[src/rtl/sensor_pkg.sv]
// sensor_pkg: definitions shared by the sensor monitor.
// Contents: the channel state enum, the sensor error rule function, and the
// widths of the sensor nibble and the persistence counter.
package sensor_pkg;

  localparam int unsigned SENS_W = 4;  // bits per channel: W=[3] X=[2] Y=[1] Z=[0]
  localparam int unsigned PCNT_W = 8;  // persistence counter width, covers PERSIST up to 255

  typedef enum logic [1:0] {
    ST_OK    = 2'd0,
    ST_PEND  = 2'd1,
    ST_FAULT = 2'd2
  } chan_state_e;

  // Raw error rule for one channel: Z | (Y & (W | X))
  function automatic logic sensor_rule(input logic [SENS_W-1:0] s);
    return s[0] | (s[1] & (s[3] | s[2]));
  endfunction

endpackage

[src/rtl/sensor_chan.sv]
// sensor_chan: one monitored sensor channel. It evaluates the error rule,
// runs the OK/PEND/FAULT persistence FSM, and keeps a sticky fault flag.
// Ports:
//   i_clk, i_rst   clock and synchronous active-high reset
//   i_clear        returns the channel to OK and zeroes the persistence count
//   i_sensors      this channel's {W,X,Y,Z} nibble
//   o_raw_error_c  combinational rule result
//   o_enter_c      combinational; high in the cycle the channel will enter FAULT
//   o_fault        registered; high while the channel is in FAULT
module sensor_chan
  import sensor_pkg::*;
#(
  parameter int unsigned PERSIST = 3
) (
  input  logic              i_clk,
  input  logic              i_rst,
  input  logic              i_clear,
  input  logic [SENS_W-1:0] i_sensors,
  output logic              o_raw_error_c,
  output logic              o_enter_c,
  output logic              o_fault
);

  chan_state_e       r_state;
  chan_state_e       w_state_nxt;
  logic [PCNT_W-1:0] r_cnt;
  logic [PCNT_W-1:0] w_cnt_nxt;
  logic [PCNT_W-1:0] w_cnt_inc;
  logic              r_fault;
  logic              w_raw;

  assign w_raw         = sensor_rule(i_sensors);
  assign w_cnt_inc     = r_cnt + PCNT_W'(1);
  assign o_raw_error_c = w_raw;
  assign o_fault       = r_fault;
  // clear forces OK in the next-state logic, so entry is already suppressed by it
  assign o_enter_c     = (w_state_nxt == ST_FAULT) && (r_state != ST_FAULT);

  // State and counter registers
  always_ff @(posedge i_clk) begin
    if (i_rst) begin
      r_state <= ST_OK;
      r_cnt   <= '0;
      r_fault <= 1'b0;
    end else begin
      r_state <= w_state_nxt;
      r_cnt   <= w_cnt_nxt;
      r_fault <= (w_state_nxt == ST_FAULT);
    end
  end

  // Next-state and persistence counting
  always_comb begin
    w_state_nxt = r_state;
    w_cnt_nxt   = r_cnt;
    if (i_clear) begin
      w_state_nxt = ST_OK;
      w_cnt_nxt   = '0;
    end else begin
      case (r_state)
        ST_OK: begin
          if (w_raw) begin
            w_cnt_nxt   = PCNT_W'(1);
            w_state_nxt = (PERSIST == 1) ? ST_FAULT : ST_PEND;
          end
        end
        ST_PEND: begin
          if (w_raw) begin
            w_cnt_nxt = w_cnt_inc;
            if (w_cnt_inc == PCNT_W'(PERSIST)) begin
              w_state_nxt = ST_FAULT;
            end
          end else begin
            w_state_nxt = ST_OK;
            w_cnt_nxt   = '0;
          end
        end
        ST_FAULT: begin
          w_state_nxt = ST_FAULT;
        end
        default: begin
          w_state_nxt = ST_OK;
          w_cnt_nxt   = '0;
        end
      endcase
    end
  end

endmodule

[src/rtl/sensor_mon.sv]
// sensor_mon: multi-channel sensor fault monitor. There is one sensor_chan per
// channel. This module combines their results into an any-fault flag, a
// saturating count of fault-entry events, and a capture of the first faulting
// channel.
// Optional feature: macro SENSOR_MON_IRQ_EN adds the irq output, a registered
// one-cycle pulse in each cycle where at least one channel enters FAULT.
// Ports:
//   clk, rst     clock and synchronous active-high reset
//   sensors      4 bits per channel; channel c uses [4c+3:4c]
//   clear        clears latched faults and the first-fault capture
//   raw_error    combinational per-channel rule result
//   fault        registered sticky per-channel fault flags
//   fault_any    registered OR of fault
//   fault_count  registered saturating count of fault-entry events (clear does not reset it)
//   first_ch     registered index of the first channel to latch a fault
//   first_valid  registered; first_ch holds a captured index
//   irq          (SENSOR_MON_IRQ_EN only) fault-entry pulse
module sensor_mon
  import sensor_pkg::*;
#(
  parameter int unsigned NUM_CH  = 4,
  parameter int unsigned PERSIST = 3,
  parameter int unsigned CNT_W   = 8
) (
  input  logic                     clk,
  input  logic                     rst,
  input  logic [SENS_W*NUM_CH-1:0] sensors,
  input  logic                     clear,
  output logic [NUM_CH-1:0]        raw_error,
  output logic [NUM_CH-1:0]        fault,
  output logic                     fault_any,
  output logic [CNT_W-1:0]         fault_count,
  output logic [((NUM_CH > 1) ? $clog2(NUM_CH) : 1)-1:0] first_ch,
  output logic                     first_valid
`ifdef SENSOR_MON_IRQ_EN
  ,
  output logic                     irq
`endif
);

  localparam int unsigned ID_W  = (NUM_CH > 1) ? $clog2(NUM_CH) : 1;
  localparam int unsigned NUM_W = 5;  // holds up to 16 simultaneous entries
  localparam int unsigned SUM_W = CNT_W + NUM_W;
  localparam logic [CNT_W-1:0] CNT_MAX = '1;

  logic [NUM_CH-1:0] w_enter;
  logic [NUM_CH-1:0] w_fault;
  logic [NUM_W-1:0]  w_enter_num;
  logic [ID_W-1:0]   w_first_idx;
  logic [SUM_W-1:0]  w_sum;
  logic [CNT_W-1:0]  w_count_nxt;

  logic              r_fault_any;
  logic [CNT_W-1:0]  r_count;
  logic [ID_W-1:0]   r_first_ch;
  logic              r_first_valid;

  assign fault       = w_fault;
  assign fault_any   = r_fault_any;
  assign fault_count = r_count;
  assign first_ch    = r_first_ch;
  assign first_valid = r_first_valid;

  // Per-channel rule, FSM and persistence counter
  for (genvar c = 0; c < NUM_CH; c++) begin : g_chan
    sensor_chan #(
      .PERSIST(PERSIST)
    ) u_chan (
      .i_clk        (clk),
      .i_rst        (rst),
      .i_clear      (clear),
      .i_sensors    (sensors[SENS_W*c +: SENS_W]),
      .o_raw_error_c(raw_error[c]),
      .o_enter_c    (w_enter[c]),
      .o_fault      (w_fault[c])
    );
  end

  // Count the entries this cycle and find the lowest entering index. The loop
  // runs downward so that the last match is the lowest index.
  always_comb begin
    w_enter_num = '0;
    w_first_idx = '0;
    for (int c = int'(NUM_CH) - 1; c >= 0; c--) begin
      if (w_enter[c]) begin
        w_enter_num = w_enter_num + NUM_W'(1);
        w_first_idx = ID_W'(c);
      end
    end
    w_sum       = SUM_W'(r_count) + SUM_W'(w_enter_num);
    w_count_nxt = (w_sum > SUM_W'(CNT_MAX)) ? CNT_MAX : CNT_W'(w_sum);
  end

  // Aggregate registers; clear wins over a new capture
  always_ff @(posedge clk) begin
    if (rst) begin
      r_fault_any   <= 1'b0;
      r_count       <= '0;
      r_first_ch    <= '0;
      r_first_valid <= 1'b0;
    end else begin
      r_count <= w_count_nxt;
      if (clear) begin
        r_fault_any   <= 1'b0;
        r_first_ch    <= '0;
        r_first_valid <= 1'b0;
      end else begin
        r_fault_any <= |(w_fault | w_enter);
        if (!r_first_valid && (|w_enter)) begin
          r_first_ch    <= w_first_idx;
          r_first_valid <= 1'b1;
        end
      end
    end
  end

`ifdef SENSOR_MON_IRQ_EN
  logic r_irq;

  assign irq = r_irq;

  // Fault-entry pulse, suppressed by clear and by rst
  always_ff @(posedge clk) begin
    if (rst) begin
      r_irq <= 1'b0;
    end else begin
      r_irq <= !clear && (|w_enter);
    end
  end
`endif

endmodule
[config.mk]
export PLATFORM = sky130hd
export DESIGN_NAME = sensor_mon
export DESIGN_NICKNAME = d
export VERILOG_FILES = /design/src/rtl/sensor_pkg.sv /design/src/rtl/sensor_chan.sv /design/src/rtl/sensor_mon.sv
export SDC_FILE = /design/constraint.sdc
export NUM_CORES = 1
export LEC_CHECK = 0
export BUFFER_PORTS_ARGS = -buffer_cell sky130_fd_sc_hd__clkbuf_2
export CAP_MARGIN = 25
export CORE_MARGIN = 4
export CORE_UTILIZATION = 53
export CTS_BUF_LIST = sky130_fd_sc_hd__clkbuf_16
export DETAILED_ROUTE_END_ITERATION = 8
export PLACE_DENSITY = 0.88
export SLEW_MARGIN = 20
export SYNTH_ARGS = -nofsm -noshare
export SYNTH_HDL_FRONTEND = slang
export SYNTH_SLANG_ARGS = --single-unit
[constraint.sdc]
create_clock -name clk -period 4.5 [get_ports clk]
set_input_delay 1.35 -clock clk [delete_from_list [all_inputs] [get_ports clk]]
set_output_delay 1.35 -clock clk [all_outputs]
set_load 0.02 [all_outputs]
==> reports/metrics.yaml, run 1 <==
die:
  ios: 39
  core_area_mm2: 0.005991
  rows: 28
  die_w_um: 86.98
  die_y_um: 86.98
  start_util_pct: 55.18
  die-area_mm2: 0.007565
clocking:
  cts-hold-fix-buffers: 0
  cts_sinks: 56
  cts_tree: "built"
  cts.htree.levels: 2
  clockBufferDepth: 2
  cts_root_buf: "clkbuf_16"
  cts_buffers: 5
  insertion_delay_ps: 300
  clkTransAtPathRegs_ps: 70
drt:
  totalWireLength_um: 7603
  ant_nets: 0
  vias_per_cell: 5.874
  drt_first_pass_iters: 4
  drc_errors: 0
  wire_per_inst_um: 14.32
  drt_iter0_drc: 188
  via_count: 3119
logic_synthesis:
  ys_warn_count: 0
  synth_ff_type: "dfxtp_1"
  syn_avg_cell_area_um2: 8.004
  postSynthCellCount: 413
  synth.net_count: 450
  synth_area_mm2: 0.003306
  async_reset_ff_share_pct: 0
  synth_edf_count: 0
  ys_ff_latch: 56
  synth.distinct_cells: 64
  ys_seq_area_share_pct: 33.91
critical_path:
  cpPeakStageDelay_ps: 410
  r2r_cells: 20
  cp.arrival_ps: 4540
  cp_slowest_cell: "fa_1"
  path_max_fanout: 6
  crit_type: "in -> reg"
  crit_path_end_kind: "flip-flop"
  critPathLaunchType: "input port"
  worstReg2RegStart: "g_chan[3].u_chan.r_cnt[0]$_SDFFE_PP0P_"
  crit_chain: "clkbuf_2 > o21a_1 > o211ai_1 > nor2_1 > nand4b_1 > or2_4 > ha_4 > xor2_2 > buf_4 > xnor2_1 > ha_1 > inv_1 > fa_1 > nor2b_2 > o21ai_1 > nand2b_1 > and2_4 > nand4_1 > buf_6 > a21oi_1"
  r2r_end: "fault_count[5]$_SDFF_PP0_"
  reg2reg_slack_ps: 390
  required_ps: 4720
global_route:
  grt_util_all_layers_pct: 20.72
  grt_overflow: 0
  grt_first_pass_wirelength_um: 12890
  grt_start_max_net_pins: 42
  first_global_vias: 3003
  gr-usage-met2_pct: 34.37
  grt_busiest_layer: "met2"
  globalRouteMet3Util_pct: 4.825
  antenna_found_initial: 0
  grt_use_met1_pct: 26.25
worst_hold_path:
  hold_class: "reg -> reg"
  min_path_cells: 2
  min_from: "first_ch[1]$_SDFFE_PP0P_"
  whs_endpoint: "first_ch[1]$_SDFFE_PP0P_"
cells_and_area:
  antenna_cells: 0
  syn_to_final_growth_pct: 16.31
  fin_util_pct: 64.18
  layout.nets: 492
  drive_gt1_share_pct: 21.71
timing:
  max_clock_freq_mhz: 231.5
  slew_headroom_pct: 44.53
  worstMarginPinSlew_ps: 832.0
  setup_viol_count_final: 0
  period_share_pct: 95.98
  hold_ws_ps: 504.9
  report.final.slew_viol_count: 0
  setup_ws_ps: 181.1
  skew_ps: 8.458
  min_period_ps: 4319
  hold_viol: 0
placement:
  dpl.hpwl_um: 5354
  gp_congestion: 0.9012
  pre_cts_ws_ps: -147.8
  port_buffers: 38
power_and_ir_drop:
  leakagePower_uw: 0.001531
  ir_worst_vdd_mv: 0.2505
  power_density_mw_per_mm2: 254.5
run:
  maxCapViolations: 0
outcome:
  outcome: "finished, final reports clean"
[power by group]
part           internal (uW)  leakage (uW)  switching [uW]
combinational           30.9       0.00100            51.0
sequential               501      0.000453            8.65
clock                    206     0.0000736             181
total                    738       0.00153             240
[layer usage]
layer | wire length [um] | share of wire (%) | vias up
li1 | - | - | 1554
met1 | 3392 | 45 | 1468
met2 | 3794 | 50 | 81
met3 | 291 | 3.8 | 16
met4 | 123 | 1.6 | 0
met5 | 0 | 0 | -
[flip-flops by register name (all words and copies together) (netlist names)]
signal                 flops
g_chan.u_chan.o_fault      4
first_ch                   2
first_valid                1
fault_count                8
fault_any                  1
g_chan.u_chan.r_state      8
g_chan.u_chan.r_cnt       32
[cells by family after synthesis]
logic type                 synth area share [%]
and+or+nand+nor                           26.80
buffers and inverters                     6.132
adders and majority gates                 7.040
DFF                                       33.91
other                                    0.1134
muxes                                     1.552
xor gates and xnor gates                  3.444
AOI/OAI and AO/OA                         21.01
[synth_stat cells, drive strengths merged (4+ instances only)]
master	n	area share [%]
nor3	11	1.7
nand3b	6	1.4
nand4b	4	1.1
nor2	47	5.3
buf	11	2.3
nand2	16	1.8
nand4	7	1.3
mux2i	4	1.2
inv	23	2.6
ha	17	6.4
a21oi	52	8.0
o21ai	30	4.7
nand3	13	2.1
nor2b	5	0.95
dfxtp	56	34
nor4	5	1.6
and2	7	1.3
nor3b	4	0.91
xnor2	8	2.1
o21a	4	0.91
nand2b	4	0.76
and3	10	2.1
or3	9	1.7
a31oi	5	0.95
or2	5	0.95
xor2	5	1.3
clkbuf	11	1.2
[what timing repair did]
action	in CTS	in global routing
buffers inserted	0	2
gates resized for setup	0	15
endpoints found under the setup margin	0	8
[cell type report]
type                       count  area (um^2)
timing repair buffer          57        336.6
sequential                    56         1121
clock buffer                   5        125.1
tap                           75        93.84
clock inverter                 3        18.77
multi-input combinational    312         2063
fill                         504         2146
inverter                      23        86.33
[worst max-delay path, delay by kind of cell]
family,cells,cell delay (ps)
simple gates,7,1060
buf+inv,4,470
fa+ha+maj,3,850
compound gates,4,450
xor+xnor,2,340
[how the worst max path moves through the flow]
stage	from	depth (start not counted)	end	slack (ps)
finish	sensors[15]	20	fault_count[5]$_SDFF_PP0_	180
global route	sensors[15]	22	fault_count[5]$_SDFF_PP0_	-50
CTS	sensors[10]	19	fault_count[5]$_SDFF_PP0_	140
detailed placement	sensors[10]	19	fault_count[5]$_SDFF_PP0_	-150
global placement	sensors[14]	19	fault_count[4]$_SDFF_PP0_	-30
floorplan	sensors[14]	18	fault_count[0]$_SDFF_PP0_	0.6
[through the flow]
step	total power, uW	cell area (um^2)	setup TNS (ps)	std cells
finish	978.3	3845	0	531
global route	1017	3845	-146.2	531
CTS	981.2	3779	0	529
detailed placement	600.1	3635	-905.5	521
global placement	596.3	3635	-125.1	521
floorplan	574.0	3339	0	413
[layout by cell type (no fill, tap or decap), types with 5 or more instances in the layout]
cell / instances
a31oi_1: 5
inv_1: 22
xnor2_1: 8
clkbuf_16: 5
nand4_1: 7
a21oi_1: 46
nand3_1: 12
and3_1: 8
nor2_1: 47
ha_1: 14
and2_1: 5
or3_1: 9
o21ai_0: 24
nand3b_1: 6
nand2_1: 16
a21oi_2: 6
buf_4: 18
dfxtp_1: 56
clkbuf_2: 38
o21ai_1: 5
nor3_1: 10
(Power assumes the default switching activity.)
==> inputs of run 2 (changes only) <==
--- a/config.mk
+++ b/config.mk
@@ -8,10 +8,10 @@
 export BUFFER_PORTS_ARGS = -buffer_cell sky130_fd_sc_hd__clkbuf_2
 export CAP_MARGIN = 25
 export CORE_MARGIN = 4
-export CORE_UTILIZATION = 53
+export CORE_UTILIZATION = 58
 export CTS_BUF_LIST = sky130_fd_sc_hd__clkbuf_16
 export DETAILED_ROUTE_END_ITERATION = 8
-export PLACE_DENSITY = 0.88
+export PLACE_DENSITY = 0.91
 export SLEW_MARGIN = 20
 export SYNTH_ARGS = -nofsm -noshare
 export SYNTH_HDL_FRONTEND = slang
==> constraint.sdc (replaced) <==
create_clock -name clk -period 4.05 [get_ports clk]
set_input_delay 1.215 -clock clk [delete_from_list [all_inputs] [get_ports clk]]
set_output_delay 1.215 -clock clk [all_outputs]
set_load 0.02 [all_outputs]
==> reports/metrics.yaml, run 2 (same netlist as run 1, synthesis figures left out) <==
placement:
  dpl.hpwl_um: 5834  # was 5354 um
  pre_cts_ws_ps: -536.5  # was -147.8 ps
  dpl_cell_area_mm2: 0.003661  # was 0.003635 mm^2
  gp_congestion: 0.8952  # was 0.9012
  port_buffers: 38  # unchanged
die:
  rows: 27  # was 28
  die-area_mm2: 0.006971  # was 0.007565 mm^2
  core_area_mm2: 0.005507  # was 0.005991 mm^2
  start_util_pct: 60.03  # was 55.18%
  die_y_um: 83.50  # was 86.98 um
  die_w_um: 83.50  # was 86.98 um
  ios: 39  # unchanged
critical_path:
  cp_slowest_cell: "fa_2"  # was fa_1
  crit_chain: "buf_6 > o21a_1 > o211ai_1 > nor2_1 > nand4b_1 > or2_4 > ha_4 > xor2_4 > buf_6 > xnor2_4 > ha_4 > inv_2 > fa_2 > nor2b_1 > o21ai_1 > nand2b_1 > and2_4 > nand4_1 > buf_6 > a21oi_2"  # was clkbuf_2 > o21a_1 > o211ai_1 > nor2_1 > nand4b_1 > or2_4 > ha_4 > xor2_2 > buf_4 > xnor2_1 > ha_1 > inv_1 > fa_1 > nor2b_2 > o21ai_1 > nand2b_1 > and2_4 > nand4_1 > buf_6 > a21oi_1
  crit_type: "in -> reg"  # unchanged
  cpPeakStageDelay_ps: 390  # was 410 ps
  cp.arrival_ps: 4600  # was 4540 ps
  critPathLaunchType: "input port"  # unchanged
  required_ps: 4270  # was 4720 ps
  path_max_fanout: 6  # unchanged
  critPathMostFrequentCell: "buf_6"
  crit_path_end_kind: "flip-flop"  # unchanged
power_and_ir_drop:
  power_density_mw_per_mm2: 263.1  # was 254.5 mW/mm^2
  p_comb_share_pct: 9.5  # was 8.4%
  p_switching_uw: 270.7  # was 240.3 uW
  leakagePower_uw: 0.001681  # was 0.001531 uW
  ir_worst_vdd_mv: 0.1780  # was 0.2505 mV
  seq_power_share_pct: 52.0  # was 52.1%
  p_int_uw: 820.4  # was 738.1 uW
  switching_share_pct: 24.81  # was 24.56%
  clockPowerShare_pct: 38.5  # was 39.5%
  p_total_uw: 1091  # was 978.3 uW
global_route:
  grt_overflow: 0  # unchanged
  grt_util_all_layers_pct: 27.11  # was 20.72%
  grt_first_pass_wirelength_um: 15540  # was 12890 um
  grt_start_max_net_pins: 42  # unchanged
  antenna_found_initial: 0  # unchanged
  first_global_vias: 3321  # was 3003
timing:
  rsz0062_at_grt: "yes"
  slew_headroom_pct: 42.82  # was 44.53%
  worstMarginPinSlew_ps: 857.8  # was 832.0 ps
  setup_ws_ps: -327.6  # was 181.1 ps
  period_share_pct: 108.1
  setup_viol_count_final: 8  # was 0
  report.final.slew_viol_count: 0  # unchanged
  max_clock_freq_mhz: 228.4
  skew_ps: 9.973  # was 8.458 ps
  hold_viol: 0  # unchanged
  min_period_ps: 4378
clocking:
  insertion_delay_ps: 300  # about the same
  cts_tree: "built"  # unchanged
  clkTransAtPathRegs_ps: 70  # about the same
  cts_root_buf: "clkbuf_16"  # unchanged
  clockBufferDepth: 2  # unchanged
  cts_sinks: 56  # unchanged
  cts.htree.levels: 2  # unchanged
  cts_buffers: 5  # unchanged
  cts-hold-fix-buffers: 0  # unchanged
outcome:
  outcome: "complete, but fails checks"  # was finished, final reports clean
  violations: "negative setup slack"
drt:
  via_count: 3526  # was 3119
  vias_per_cell: 6.388  # was 5.874
  drt_iter0_drc: 352  # was 188
  drt_first_pass_iters: 6  # was 4
  drc_errors: 0  # unchanged
  ant_nets: 0  # unchanged
  wire_per_inst_um: 18.13  # was 14.32 um
  totalWireLength_um: 10010  # was 7603 um
cells_and_area:
  mostFrequentLayoutCell: "dfxtp_1"  # unchanged
  layout_common_cells: "dfxtp_1, nor2_1, a21oi_1, buf_4, clkbuf_2"  # was dfxtp_1, nor2_1, a21oi_1, clkbuf_2, o21ai_0
  syn_to_final_growth_pct: 25.47  # was 16.31%
  final_area_mm2: 0.004148  # was 0.003845 mm^2
  regMostFlops: "g_chan.u_chan.r_cnt"  # unchanged
  layout.nets: 516  # was 492
  drive_gt1_share_pct: 27.29  # was 21.71%
  antenna_cells: 0  # unchanged
  largest_reg_flops: 32  # unchanged
worst_hold_path:
  hold_class: "reg -> reg"  # unchanged
run:
  maxCapViolations: 0  # unchanged
==> run 2: cell types whose count changed in the layout (fill, tap and decap cells not counted), moves of 2 or more <==
cell,previous run,this run
clkinv_2,2,0
xnor2_2,0,2
a21oi_4,0,2
a21oi_2,6,8
inv_2,1,3
buf_6,1,4
clkbuf_2,38,36
buf_4,18,41
xnor2_1,8,5
a21oi_1,46,42
==> run 2: area by class of cell <==
| class | instances | area [um^2] |
|---|---|---|
| fill | 350 | 1359 |
| sequential | 56 | 1121 |
| timing repair buffer | 81 | 533.0 |
| multi-input combinational | 312 | 2181 |
| tap | 72 | 90.09 |
| inverter | 23 | 86.33 |
| clock inverter | 3 | 11.26 |
| clock buffer | 5 | 125.1 |
==> run 2: power groups by stage <==
| stage | Combinational (uW) | Sequential, uW | Clock, uW |
|---|---|---|---|
| after global routing | 112 | 569 | 444 |
| final | 103 | 568 | 420 |
| after CTS | 92.3 | 567 | 416 |
| after global placement | 86.6 | 579 | 0 |
| after floorplan | 59.0 | 579 | 0 |
| after detailed placement | 90.2 | 579 | 0 |
==> run 2: metal layers <==
metal / track usage [%] / up-vias / wire [um]
li1: - / 1604 / -
met3: 3.850 / 76 / 688
met1: 30.09 / 1632 / 3642
met4: 15.79 / 0 / 656
met5: 0 / - / 0
met2: 48.98 / 214 / 5023
==> run 2: stage by stage <==
step	util (%)	instances	TNS, ps	hold WS, ps
finish	75.32	552	-2245	498.7
global route	75.32	552	-3525	528.1
global placement	66.48	521	-2511	477.0
detailed placement	66.48	521	-4040	492.0
CTS	72.55	551	-532.0	502.8
floorplan	-	413	-1888	459.7
==> run 2: worst paths after layout <==
kind | startpoint | endpoint | slack (ps) | depth (start not counted)
max | sensors[15] | fault_count[1]$_SDFF_PP0_ | -330 | 20
min | g_chan[1].u_chan.r_state[1]$_SDFF_PP0_ | g_chan[1].u_chan.r_state[1]$_SDFF_PP0_ | 500 | 2
max reg2reg | g_chan[3].u_chan.r_cnt[1]$_SDFFE_PP0P_ | fault_count[1]$_SDFF_PP0_ | -230 | 20
min reg2reg | g_chan[1].u_chan.r_state[1]$_SDFF_PP0_ | g_chan[1].u_chan.r_state[1]$_SDFF_PP0_ | 500 | 2
==> run 2: what timing repair did <==
action,in CTS,in global routing
pin swaps,11,20
resized for setup,8,26
setup endpoints to repair,8,11
hold endpoints to repair,0,0
setup buffers,22,4
==> run 2: critical path: cells and delay by family <==
| kind | cells | cell delay [ps] |
|---|---|---|
| buf+inv | 4 | 450 |
| fa+ha+maj | 3 | 870 |
| compound gates | 4 | 450 |
| simple gates | 7 | 1220 |
| xor+xnor | 2 | 370 |
==> inputs of run 3 (changes only) <==
==> constraint.sdc (replaced) <==
create_clock -name clk -period 4.25 [get_ports clk]
set_input_delay 1.275 -clock clk [delete_from_list [all_inputs] [get_ports clk]]
set_output_delay 1.275 -clock clk [all_outputs]
set_load 0.02 [all_outputs]
==> reports/metrics.yaml, run 3 (same netlist as run 1, synthesis figures left out) <==
outcome:
  outcome: "complete, but fails checks"  # unchanged
  violations: "negative setup slack"  # unchanged
global_route:
  grt_overflow: 0  # unchanged
  grt_first_pass_wirelength_um: 13510  # was 15540 um
  grt_util_all_layers_pct: 22.83  # was 27.11%
  grt_start_max_net_pins: 42  # unchanged
  first_global_vias: 3043  # was 3321
  antenna_found_initial: 0  # unchanged
clocking:
  cts_root_buf: "clkbuf_16"  # unchanged
  clockBufferDepth: 2  # unchanged
  cts-hold-fix-buffers: 0  # unchanged
  insertion_delay_ps: 290  # was 300 ps
  cts_sinks: 56  # unchanged
  clkTransAtPathRegs_ps: 70  # about the same
  cts_buffers: 5  # unchanged
  cts_tree: "built"  # unchanged
  cts.htree.levels: 2  # unchanged
critical_path:
  cp.depth: 20  # unchanged
  crit_type: "in -> reg"  # unchanged
  r2r_cells: 20  # unchanged
  crit_chain: "buf_6 > o21a_1 > o211ai_1 > nor2_1 > nand4b_1 > or2_4 > ha_4 > xor2_4 > ha_4 > inv_2 > nor4_4 > xnor2_1 > ha_1 > nor2b_4 > o21ai_2 > nand2b_1 > and2_4 > nand4_1 > buf_4 > a21oi_2"  # was buf_6 > o21a_1 > o211ai_1 > nor2_1 > nand4b_1 > or2_4 > ha_4 > xor2_4 > buf_6 > xnor2_4 > ha_4 > inv_2 > fa_2 > nor2b_1 > o21ai_1 > nand2b_1 > and2_4 > nand4_1 > buf_6 > a21oi_2
  cp_top_family: "simple AND/OR/NAND/NOR gates"  # unchanged
  cp.arrival_ps: 4680  # was 4600 ps
  cp_slowest_cell: "or2_4"  # was fa_2
  critical_path_buf_inv_count: 3  # was 4
  critPathLaunchType: "input port"  # unchanged
  required_ps: 4470  # was 4270 ps
  path_max_fanout: 4  # was 6
  critPathMostFrequentCell: "ha_4"  # was buf_6
  crit_path_end_kind: "flip-flop"  # unchanged
  cpPeakStageDelay_ps: 330  # was 390 ps
run:
  maxCapViolations: 0  # unchanged
worst_hold_path:
  min_path_cells: 2  # unchanged
  hold_class: "reg -> reg"  # unchanged
timing:
  setup_ws_ps: -205.3  # was -327.6 ps
  min_period_ps: 4455
  slew_headroom_pct: 44.28  # was 42.82%
  report.final.slew_viol_count: 0  # unchanged
  max_clock_freq_mhz: 224.5
  rsz0062_at_grt: "yes"  # unchanged
  hold_viol: 0  # unchanged
  worstMarginPinSlew_ps: 835.7  # was 857.8 ps
  skew_ps: 6.594  # was 9.973 ps
  setup_viol_count_final: 8  # unchanged
  period_share_pct: 104.8
  setup_tns_ps: -1309  # was -2245 ps
power_and_ir_drop:
  ir_worst_vdd_mv: 0.2220  # was 0.1780 mV
  power_density_mw_per_mm2: 258.8  # was 263.1 mW/mm^2
  leakagePower_uw: 0.001601  # was 0.001681 uW
cells_and_area:
  layout.nets: 504  # was 516
  mostFrequentLayoutCell: "dfxtp_1"  # unchanged
  final_area_mm2: 0.004028  # was 0.004148 mm^2
  antenna_cells: 0  # unchanged
  regMostFlops: "g_chan.u_chan.r_cnt"  # unchanged
  fin_util_pct: 73.14  # was 75.32%
  ff_latch_area_mm2: 0.001121  # unchanged
  layout_common_cells: "dfxtp_1, nor2_1, a21oi_1, clkbuf_2, buf_4"  # was dfxtp_1, nor2_1, a21oi_1, buf_4, clkbuf_2
  multi_input_area_mm2: 0.002131  # was 0.002181 mm^2
  syn_to_final_growth_pct: 21.84  # was 25.47%
  drive_gt1_share_pct: 25.43  # was 27.29%
  fillers: 383  # was 350
  largest_reg_flops: 32  # unchanged
drt:
  via_count: 3311  # was 3526
  totalWireLength_um: 8944  # was 10010 um
  wire_per_inst_um: 16.56  # was 18.13 um
  drt_iter0_drc: 331  # was 352
  ant_nets: 0  # unchanged
  vias_per_cell: 6.131  # was 6.388
  drt_first_pass_iters: 5  # was 6
  drc_errors: 0  # unchanged
die:
  start_util_pct: 60.03  # unchanged
  ios: 39  # unchanged
  core_area_mm2: 0.005507  # unchanged
  die_w_um: 83.50  # unchanged
  rows: 27  # unchanged
  die_y_um: 83.50  # unchanged
  die-area_mm2: 0.006971  # unchanged
placement:
  dpl_cell_area_mm2: 0.003646  # was 0.003661 mm^2
  port_buffers: 38  # unchanged
  pre_cts_ws_ps: -482.9  # was -536.5 ps
  dpl.hpwl_um: 5441  # was 5834 um
  gp_congestion: 0.8949  # was 0.8952
-- run 3: path summary, 6_finish.rpt --
kind	from	to	slack, ps
worst max-delay path	sensors[14]	fault_count[0]$_SDFF_PP0_	-210
worst min register to register	g_chan[1].u_chan.r_state[1]$_SDFF_PP0_	g_chan[1].u_chan.r_state[1]$_SDFF_PP0_	510
worst min-delay path	g_chan[1].u_chan.r_state[1]$_SDFF_PP0_	g_chan[1].u_chan.r_state[1]$_SDFF_PP0_	510
worst max register to register	g_chan[3].u_chan.r_cnt[1]$_SDFFE_PP0P_	fault_count[0]$_SDFF_PP0_	-40
-- run 3: power by group --
part | leakage (uW) | internal [uW] | total, uW | switching, uW
sequential | 0.000453 | 531 | 541 | 9.59
clock | 0.0000635 | 217 | 408 | 191
combinational | 0.00108 | 37.0 | 93.8 | 56.8
-- run 3: repair_timing --
action,4_1_cts,5_1_grt
endpoints found under the setup margin,8,8
buffers inserted,9,4
pin swaps,8,17
gates resized for setup,3,27
-- run 3: layer usage --
metal	wire length (um)	global-route usage (%)	up-vias
li1	-	-	1578
met1	3617	27.23	1554
met2	4602	41.62	149
met3	482	3.455	30
met4	241	7.749	0
met5	0	0	-
-- run 3: cell type report --
class | instances | share of cell area, %
Multi-Input combinational cell | 312 | 52.90
Tap cell | 72 | 2.237
Timing Repair Buffer | 69 | 11.25
Clock inverter | 3 | 0.4660
Clock buffer | 5 | 3.107
Sequential cell | 56 | 27.83
Inverter | 23 | 2.206
-- run 3: worst register-to-register path, stage by stage, from the launching register on --
cell	delay (ps)
dfxtp_1	350
ha_1	270
and3_1	240
and3_1	190
xor2_1	170
nand4b_1	230
or2_4	330
ha_4	320
xor2_4	220
ha_4	170
inv_2	40
nor4_4	210
xnor2_1	100
ha_1	330
nor2b_4	160
o21ai_2	50
nand2b_1	110
and2_4	190
nand4_1	200
buf_4	220
a21oi_2	120
-- run 3: stage by stage --
| step | hold slack, ps | power, uW | std cells |
|---|---|---|---|
| floorplan | 459.7 | 607.8 | 413 |
| global placement | 478.7 | 631.8 | 519 |
| detailed placement | 494.4 | 635.3 | 519 |
| CTS | 504.9 | 1034 | 536 |
| global route | 532.6 | 1076 | 540 |
| finish | 510.5 | 1042 | 540 |
